<file path="src/rtl/event_readout_if.sv">
// Byte stream from the event readout engine to the host-side transmitter.
// A byte moves when out_valid && out_ready on a rising clock edge.
interface event_readout_if;
  logic [7:0] out_data;
  logic       out_valid;
  logic       out_ready;

  modport master (output out_data, output out_valid, input out_ready);
  modport slave  (input out_data, input out_valid, output out_ready);
endinterface

</file>
<file path="src/rtl/event_readout.sv">
// Streams a completed event out of the circular sample RAM: one channel at a time,
// starting pre_offset samples before the trigger address, one byte per RAM read.
module event_readout #(
  parameter int RAM_WIDTH   = 10,
  parameter int NCHAN       = 4,
  parameter int RAM_LATENCY = 2
) (
  input  logic                   clk,
  input  logic                   reset,
  input  logic                   start,
  input  logic                   data_ready,
  input  logic [RAM_WIDTH-1:0]   trig_wraddr,
  input  logic [RAM_WIDTH-1:0]   pre_offset,
  input  logic [RAM_WIDTH:0]     nsamples,
  input  logic [NCHAN-1:0]       chan_mask,
  output logic                   rden,
  output logic [RAM_WIDTH-1:0]   rdaddress,
  input  logic [NCHAN*8-1:0]     ram_q,
  event_readout_if.master        out_if,
  output logic                   busy,
  output logic                   done
);

  localparam int CW = (NCHAN > 1) ? $clog2(NCHAN) : 1;
  localparam int LW = (RAM_LATENCY > 1) ? $clog2(RAM_LATENCY) : 1;
  localparam logic [RAM_WIDTH:0]   MAX_NS  = {1'b1, {RAM_WIDTH{1'b0}}};
  localparam logic [RAM_WIDTH:0]   CNT_ONE = {{RAM_WIDTH{1'b0}}, 1'b1};
  localparam logic [RAM_WIDTH-1:0] ADR_ONE = {{(RAM_WIDTH-1){1'b0}}, 1'b1};
  localparam logic [LW-1:0]        LAT_ONE = {{(LW-1){1'b0}}, 1'b1};
  localparam logic [LW-1:0]        LAT_END = LW'(RAM_LATENCY - 1);
  localparam logic [CW:0]          CH_ONE  = {{CW{1'b0}}, 1'b1};

  typedef enum logic [2:0] {
    S_IDLE  = 3'd0,
    S_ARM   = 3'd1,
    S_ISSUE = 3'd2,
    S_WAIT  = 3'd3,
    S_SEND  = 3'd4,
    S_DONE  = 3'd5
  } state_t;

  state_t               state_r, state_s;
  logic [RAM_WIDTH-1:0] trig_r, trig_s, pre_r, pre_s;
  logic [RAM_WIDTH-1:0] base_r, base_s, addr_r, addr_s;
  logic [RAM_WIDTH:0]   nsamp_r, nsamp_s, cnt_r, cnt_s, cnt_inc_s;
  logic [NCHAN-1:0]     mask_r, mask_s;
  logic [CW-1:0]        chan_r, chan_s;
  logic [LW-1:0]        lat_r, lat_s;
  logic                 rden_r, rden_s, busy_r, busy_s, done_r, done_s;
  logic [RAM_WIDTH-1:0] rdaddr_r, rdaddr_s;
  logic [7:0]           data_r, data_s;
  logic                 valid_r, valid_s;
  logic [CW:0]          pick_s;

  // {found, index} of the lowest set mask bit at or above 'from'.
  function automatic logic [CW:0] find_chan(input logic [NCHAN-1:0] m, input logic [CW:0] from);
    logic [CW:0] r;
    r = '0;
    for (int i = NCHAN - 1; i >= 0; i--) begin
      r = (m[i] && ((CW+1)'(i) >= from)) ? {1'b1, CW'(i)} : r;
    end
    return r;
  endfunction

  // Next-state and next-output logic for the readout sequencer.
  always_comb begin
    state_s   = state_r;
    trig_s    = trig_r;
    pre_s     = pre_r;
    nsamp_s   = nsamp_r;
    mask_s    = mask_r;
    base_s    = base_r;
    addr_s    = addr_r;
    cnt_s     = cnt_r;
    chan_s    = chan_r;
    lat_s     = lat_r;
    data_s    = data_r;
    valid_s   = valid_r;
    pick_s    = '0;
    cnt_inc_s = cnt_r + CNT_ONE;
    case (state_r)
      S_IDLE: begin
        if (start) begin
          trig_s  = trig_wraddr;
          pre_s   = pre_offset;
          nsamp_s = (nsamples > MAX_NS) ? MAX_NS : nsamples;
          mask_s  = chan_mask;
          state_s = S_ARM;
        end else begin
          state_s = S_IDLE;
        end
      end
      S_ARM: begin
        pick_s = find_chan(mask_r, '0);
        if (!data_ready) begin
          state_s = S_ARM;
        end else if ((nsamp_r == '0) || !pick_s[CW]) begin
          state_s = S_DONE;
        end else begin
          chan_s  = pick_s[CW-1:0];
          base_s  = trig_r - pre_r;
          addr_s  = trig_r - pre_r;
          cnt_s   = '0;
          state_s = S_ISSUE;
        end
      end
      S_ISSUE: begin
        lat_s   = '0;
        state_s = S_WAIT;
      end
      S_WAIT: begin
        if (lat_r == LAT_END) begin
          data_s  = ram_q[{chan_r, 3'b000} +: 8];
          valid_s = 1'b1;
          state_s = S_SEND;
        end else begin
          lat_s   = lat_r + LAT_ONE;
        end
      end
      S_SEND: begin
        pick_s = find_chan(mask_r, {1'b0, chan_r} + CH_ONE);
        if (!out_if.out_ready) begin
          state_s = S_SEND;
        end else if (cnt_inc_s < nsamp_r) begin
          valid_s = 1'b0;
          cnt_s   = cnt_inc_s;
          addr_s  = addr_r + ADR_ONE;
          state_s = S_ISSUE;
        end else if (pick_s[CW]) begin
          // Next channel restarts at the same base address.
          valid_s = 1'b0;
          chan_s  = pick_s[CW-1:0];
          cnt_s   = '0;
          addr_s  = base_r;
          state_s = S_ISSUE;
        end else begin
          valid_s = 1'b0;
          state_s = S_DONE;
        end
      end
      S_DONE: begin
        state_s = S_IDLE;
      end
      default: begin
        state_s = S_IDLE;
      end
    endcase
    rden_s   = (state_s == S_ISSUE);
    rdaddr_s = rden_s ? addr_s : rdaddr_r;
    busy_s   = (state_s != S_IDLE);
    done_s   = (state_s == S_DONE);
  end

  // State and registered outputs; reset abandons any event in flight.
  always_ff @(posedge clk) begin
    if (reset) begin
      state_r  <= S_IDLE;
      trig_r   <= '0;
      pre_r    <= '0;
      nsamp_r  <= '0;
      mask_r   <= '0;
      base_r   <= '0;
      addr_r   <= '0;
      cnt_r    <= '0;
      chan_r   <= '0;
      lat_r    <= '0;
      data_r   <= 8'h00;
      valid_r  <= 1'b0;
      rden_r   <= 1'b0;
      rdaddr_r <= '0;
      busy_r   <= 1'b0;
      done_r   <= 1'b0;
    end else begin
      state_r  <= state_s;
      trig_r   <= trig_s;
      pre_r    <= pre_s;
      nsamp_r  <= nsamp_s;
      mask_r   <= mask_s;
      base_r   <= base_s;
      addr_r   <= addr_s;
      cnt_r    <= cnt_s;
      chan_r   <= chan_s;
      lat_r    <= lat_s;
      data_r   <= data_s;
      valid_r  <= valid_s;
      rden_r   <= rden_s;
      rdaddr_r <= rdaddr_s;
      busy_r   <= busy_s;
      done_r   <= done_s;
    end
  end

  assign rden             = rden_r;
  assign rdaddress        = rdaddr_r;
  assign out_if.out_data  = data_r;
  assign out_if.out_valid = valid_r;
  assign busy             = busy_r;
  assign done             = done_r;

endmodule

</file>
<file path="src/flat_wrapper.sv">
// flat-port wrapper written by rule: the top's interface ports become plain ports
module event_readout_flat 
#(
  parameter int RAM_WIDTH   = 10,
  parameter int NCHAN       = 4,
  parameter int RAM_LATENCY = 2
)
  (clk, reset, start, data_ready, trig_wraddr, pre_offset, nsamples, chan_mask, rden, rdaddress, ram_q, busy, done, out_if_out_data, out_if_out_valid, out_if_out_ready);
  event_readout_if out_if_i ();
  input  logic clk;
  input  logic reset;
  input  logic start;
  input  logic data_ready;
  input  logic [RAM_WIDTH-1:0] trig_wraddr;
  input  logic [RAM_WIDTH-1:0] pre_offset;
  input  logic [RAM_WIDTH:0] nsamples;
  input  logic [NCHAN-1:0] chan_mask;
  output logic rden;
  output logic [RAM_WIDTH-1:0] rdaddress;
  input  logic [NCHAN*8-1:0] ram_q;
  output logic busy;
  output logic done;
  output wire logic [$bits(out_if_i.out_data)-1:0] out_if_out_data;
  output wire logic [$bits(out_if_i.out_valid)-1:0] out_if_out_valid;
  input wire logic [$bits(out_if_i.out_ready)-1:0] out_if_out_ready;
  assign out_if_out_data = out_if_i.out_data;
  assign out_if_out_valid = out_if_i.out_valid;
  assign out_if_i.out_ready = out_if_out_ready;
  event_readout #(.RAM_WIDTH(RAM_WIDTH), .NCHAN(NCHAN), .RAM_LATENCY(RAM_LATENCY)) u_core (.clk(clk), .reset(reset), .start(start), .data_ready(data_ready), .trig_wraddr(trig_wraddr), .pre_offset(pre_offset), .nsamples(nsamples), .chan_mask(chan_mask), .rden(rden), .rdaddress(rdaddress), .ram_q(ram_q), .out_if(out_if_i), .busy(busy), .done(done));
endmodule
</file>
<file path="config.mk">
export PLATFORM = sky130hd
export DESIGN_NAME = event_readout_flat
export DESIGN_NICKNAME = d
export VERILOG_FILES = /design/src/rtl/event_readout_if.sv /design/src/rtl/event_readout.sv /design/src/flat_wrapper.sv
export SDC_FILE = /design/constraint.sdc
export NUM_CORES = 1
export LEC_CHECK = 0
export ABC_AREA = 1
export CAP_MARGIN = 10
export CELL_PAD_IN_SITES_DETAIL_PLACEMENT = 1
export CELL_PAD_IN_SITES_GLOBAL_PLACEMENT = 1
export CORE_MARGIN = 4
export CORE_UTILIZATION = 35
export CTS_BUF_LIST = sky130_fd_sc_hd__clkbuf_4
export DETAILED_ROUTE_END_ITERATION = 6
export GPL_TIMING_DRIVEN = 0
export PLACE_DENSITY = 0.81
export SLEW_MARGIN = 10
export SYNTH_ARGS = -nofsm -noshare
export SYNTH_HDL_FRONTEND = slang
export SYNTH_SLANG_ARGS = --single-unit
</file>
<file path="constraint.sdc">
create_clock -name clk -period 2.6 [get_ports clk]
set_input_delay 0.26 -clock clk [delete_from_list [all_inputs] [get_ports clk]]
set_output_delay 0.26 -clock clk [all_outputs]
set_load 0.02 [all_outputs]
</file>
==> impl_metrics.json, run 1 <==
{
  "status": "finished with violations",
  "violations": "negative setup slack",
  "portBuffers": 91,
  "finalPower_mw": 5.31,
  "ys_dominant_reg_cell": "dfxtp_1",
  "fin_crit_sh_pct": 107,
  "p_per_area_nw_per_um2": 694,
  "placed_area_sq_um": 6860,
  "grt_util_all_layers_pct": 21.0,
  "drt-wirelength-per-cell_microns": 16.1,
  "die_w_microns": 135,
  "clkSinkCount": 94,
  "fmaxAchievable_mhz": 361,
  "ys_seq_area_share_pct": 33.2,
  "crit_chain": "buf_4, nand3_4, nor2_4, nand3_2, xor2_1, inv_1, ha_4, nand2_2, nor2_4, and2_4, nand2_4, nand3_4, nand2_4, nor2_4, nor2_4, buf_8, buf_6, nor2_2, nor2_1, nand2_1, inv_1",
  "synth_seq_cells": 94,
  "place_hpwl_microns": 14500,
  "crit_path_frequent_cell": "nor2_4",
  "cts_root_buf": "clkbuf_4",
  "criticalPathCategory": "flop to flop",
  "cpLargestDelayFamily": "simple AND/OR/NAND/NOR gates",
  "synthesis.area_sq_um": 5680,
  "slowest_stage": "dfxtp_4",
  "die_h_microns": 135,
  "grt_pass1_vias": 6078,
  "rsz0062_at_grt": "true",
  "diodes": 0,
  "rows": 46,
  "die_area_sq_um": 18300,
  "fillCellCount": 2070,
  "ys_async_sr_fraction_pct": 0,
  "cpPeakStageDelay_ns": 0.42,
  "final_layout_size_suffix_gt1_share_pct": 17.4,
  "viasPerCell": 5.00,
  "setup_viol_count_final": 27,
  "cap_violations": 0,
  "cp_max_fo": 7,
  "vdd.ir_drop.worst_uv": 274,
  "clock_tree.buffer_depth": 2,
  "worst_slack_ns": -0.171,
  "syn_area_per_cell_sq_um": 6.71,
  "path_clk_slew_ns": 0.15,
  "yosysTopAreaCell": "dfxtp_1",
  "p_leak_nw": 3.35,
  "hold_viol_final": 0,
  "fin_crit_ns": 2.77,
  "synth-edff-count": 0,
  "cts_max_level": 3,
  "min_path_type": "input pin to flop",
  "place_congestion": 0.897,
  "multi_input_area_sq_um": 3480,
  "worstPathBufferInverterCount": 5,
  "cp.arrival_ns": 3.18,
  "synth_cell_type_count": 44,
  "start_util_pct": 35.7,
  "overflow": 0,
  "skew_ns": 0.0205,
  "cts_buffers": 9,
  "dr.pass1.iters": 4,
  "route.detailed.drc": 0,
  "design_area_sq_um": 7640,
  "grt_pass1_wl_microns": 30400,
  "worst_slew_pin_slew_ns": 0.828,
  "post-place-ws_ns": -0.632,
  "cts_tree": "done",
  "synth_area_leaders": "dfxtp_1 (33%), nand2_1 (12%), nor2_1 (7.8%), inv_1 (6.8%), o21ai_0 (6.7%)",
  "ios": 94,
  "syn_to_final_growth_pct": 34.7,
  "netlist_instances": 846,
  "first_iter_violations": 203,
  "wl_microns": 19400,
  "maxSlewViolCount": 0,
  "ys_warn_count": 0,
  "antenna_found_initial": 0,
  "grt_max_degree": 15,
  "syn-num-nets": 941,
  "crit_path_start_kind": "flop",
  "synth_top_cell_area_share_pct": 33.2,
  "clk_latency_ns": 0.50,
  "seq_area_sq_um": 1900,
  "vias": 6022,
  "layout.nets": 1079,
  "cp.required_ns": 3.01,
  "utilization_pct": 48.1,
  "antenna_left": 0,
  "endpoint_kind": "flop",
  "core_area_sq_um": 15900,
  "slew_headroom_pct": 44.8
}
==> registers in the layout (all words and copies together), names as in the netlist <==
signal,cells
u_core.rden,1
u_core.done,1
u_core.lat_r,1
u_core.cnt_r,11
u_core.base_r,10
u_core.out_if.out_data,8
u_core.out_if.out_valid,1
u_core.pre_r,10
u_core.state_r,3
u_core.trig_r,10
u_core.rdaddress,10
u_core.addr_r,10
u_core.busy,1
u_core.mask_r,4
u_core.nsamp_r,11
u_core.chan_r,2
==> worst register-to-register path: stages, from the launching register on <==
cell,delay (ns)
dfxtp_4,0.42
buf_4,0.13
nand3_4,0.09
nor2_4,0.13
nand3_2,0.09
xor2_1,0.14
inv_1,0.13
ha_4,0.28
nand2_2,0.05
nor2_4,0.10
and2_4,0.16
nand2_4,0.05
nand3_4,0.12
nand2_4,0.07
nor2_4,0.12
nor2_4,0.06
buf_8,0.15
buf_6,0.14
nor2_2,0.10
nor2_1,0.05
nand2_1,0.08
inv_1,0.03
==> where the power goes <==
group | total (mW) | internal [mW] | switching (mW)
sequential | 1.81 | 1.65 | 0.156
combinational | 2.66 | 1.08 | 1.58
clock | 0.837 | 0.307 | 0.530
total | 5.31 | 3.04 | 2.27
==> routing by layer <==
layer / up-vias / GRT usage [%] / part of all wire [%]
met3: 36 / 3.23 / 4.2
met4: 0 / 8.45 / 3.1
met5: - / 0 / 0
met2: 119 / 36.7 / 48
met1: 2871 / 25.8 / 45
li1: 2996 / - / -
==> worst paths after layout <==
check	start	to	slack (ns)	cells after the start
hold / removal	reset	u_core.state_r[1]	0.18	2
hold reg to reg	u_core.pre_r[5]	u_core.pre_r[5]	0.47	2
setup reg to reg	u_core.cnt_r[0]	u_core.rdaddress[5]	-0.17	21
setup / recovery	u_core.cnt_r[0]	u_core.rdaddress[5]	-0.17	21
==> layout make-up <==
class                           instances  area share (%)
Buffer                                 33            2.59
Clock buffer                           11            1.08
Clock inverter                          5           0.655
Inverter                              111            5.55
Multi-Input combinational cell        608            45.6
Sequential cell                        94            24.9
Tap cell                              216            3.54
Timing Repair Buffer                  127            16.2
==> cells by family after synthesis <==
| kind of cell | count (synthesis) | synth area share (%) |
|---|---|---|
| simple gates | 393 | 31.3 |
| compound gates | 175 | 17.0 |
| buf+inv | 144 | 10.7 |
| flops | 94 | 33.2 |
| fa+ha+maj | 23 | 5.20 |
| xor+xnor | 17 | 2.62 |
==> cells in the mapped netlist, types with 2 or more instances <==
library cell  count
nand3_2          12
nand2_1         178
nand4_1           8
a31oi_1           3
nor4_1            3
dfxtp_1          94
a21oi_2          11
buf_2             5
nand3b_1          2
or2_2             2
o22ai_1          10
nand2_4           2
nor3_1            4
nor2_2            4
nand3_4           2
ha_1             22
a211oi_1          2
buf_4             2
buf_6             3
xor2_1           15
o21bai_1          5
nand3_1          43
o21ai_0          76
clkbuf_1         20
a21oi_1          62
inv_2             7
nor2_1          118
nand2_2           7
inv_1           103
o21ai_1           3
nor2_4            4
xnor2_1           2
==> through the flow <==
| stage | std cells | TNS (ns) | hold WS (ns) |
|---|---|---|---|
| finish | 1205 | -2.48 | 0.178 |
| global route | 1205 | -6.30 | 0.223 |
| CTS | 1197 | -2.54 | 0.152 |
| detailed placement | 1153 | -15.66 | 0.455 |
| global placement | 1153 | -12.84 | 0.445 |
| floorplan | 846 | 0 | 0.403 |
==> layout by cell type (no fill, tap or decap), drive strengths merged, types with 5 or more instances in the layout <==
cell           synthesis  routed
o21bai                 5       5
nand4                  9       9
nand2                187     187
nand3                 57      57
a21oi                 73      73
clkbuf                20      31
nor2                 127     127
clkdlybuf4s50          0      91
buf                   13      49
inv                  111     111
o22ai                 10      10
o21ai                 79      79
dfxtp                 94      94
xor2                  15      15
ha                    22      22
==> what timing repair did <==
item | in CTS | in global routing
gates resized for setup | 57 | 37
hold buffers | 0 | 0
pin swaps | 27 | 27
setup endpoints to repair | 37 | 36
gates cloned | 2 | 0
buffers inserted | 26 | 8
Power figures use the tool's default switching activity.
==> run 2: changes to the inputs <==
==> constraint.sdc (replaced) <==
create_clock -name clk -period 2.6 [get_ports clk]
set_input_delay 0.26 -clock clk [delete_from_list [all_inputs] [get_ports clk]]
set_output_delay 0.26 -clock clk [all_outputs]
set_load 0.1 [all_outputs]
==> results of run 2 <==
Same layout as run 1 (identical final DEF). Status: finished with violations: negative setup slack.
Among the figures that moved: total power 5.31 mW -> 5.62 mW; worst IR drop on VDD 274 uV -> 345 uV
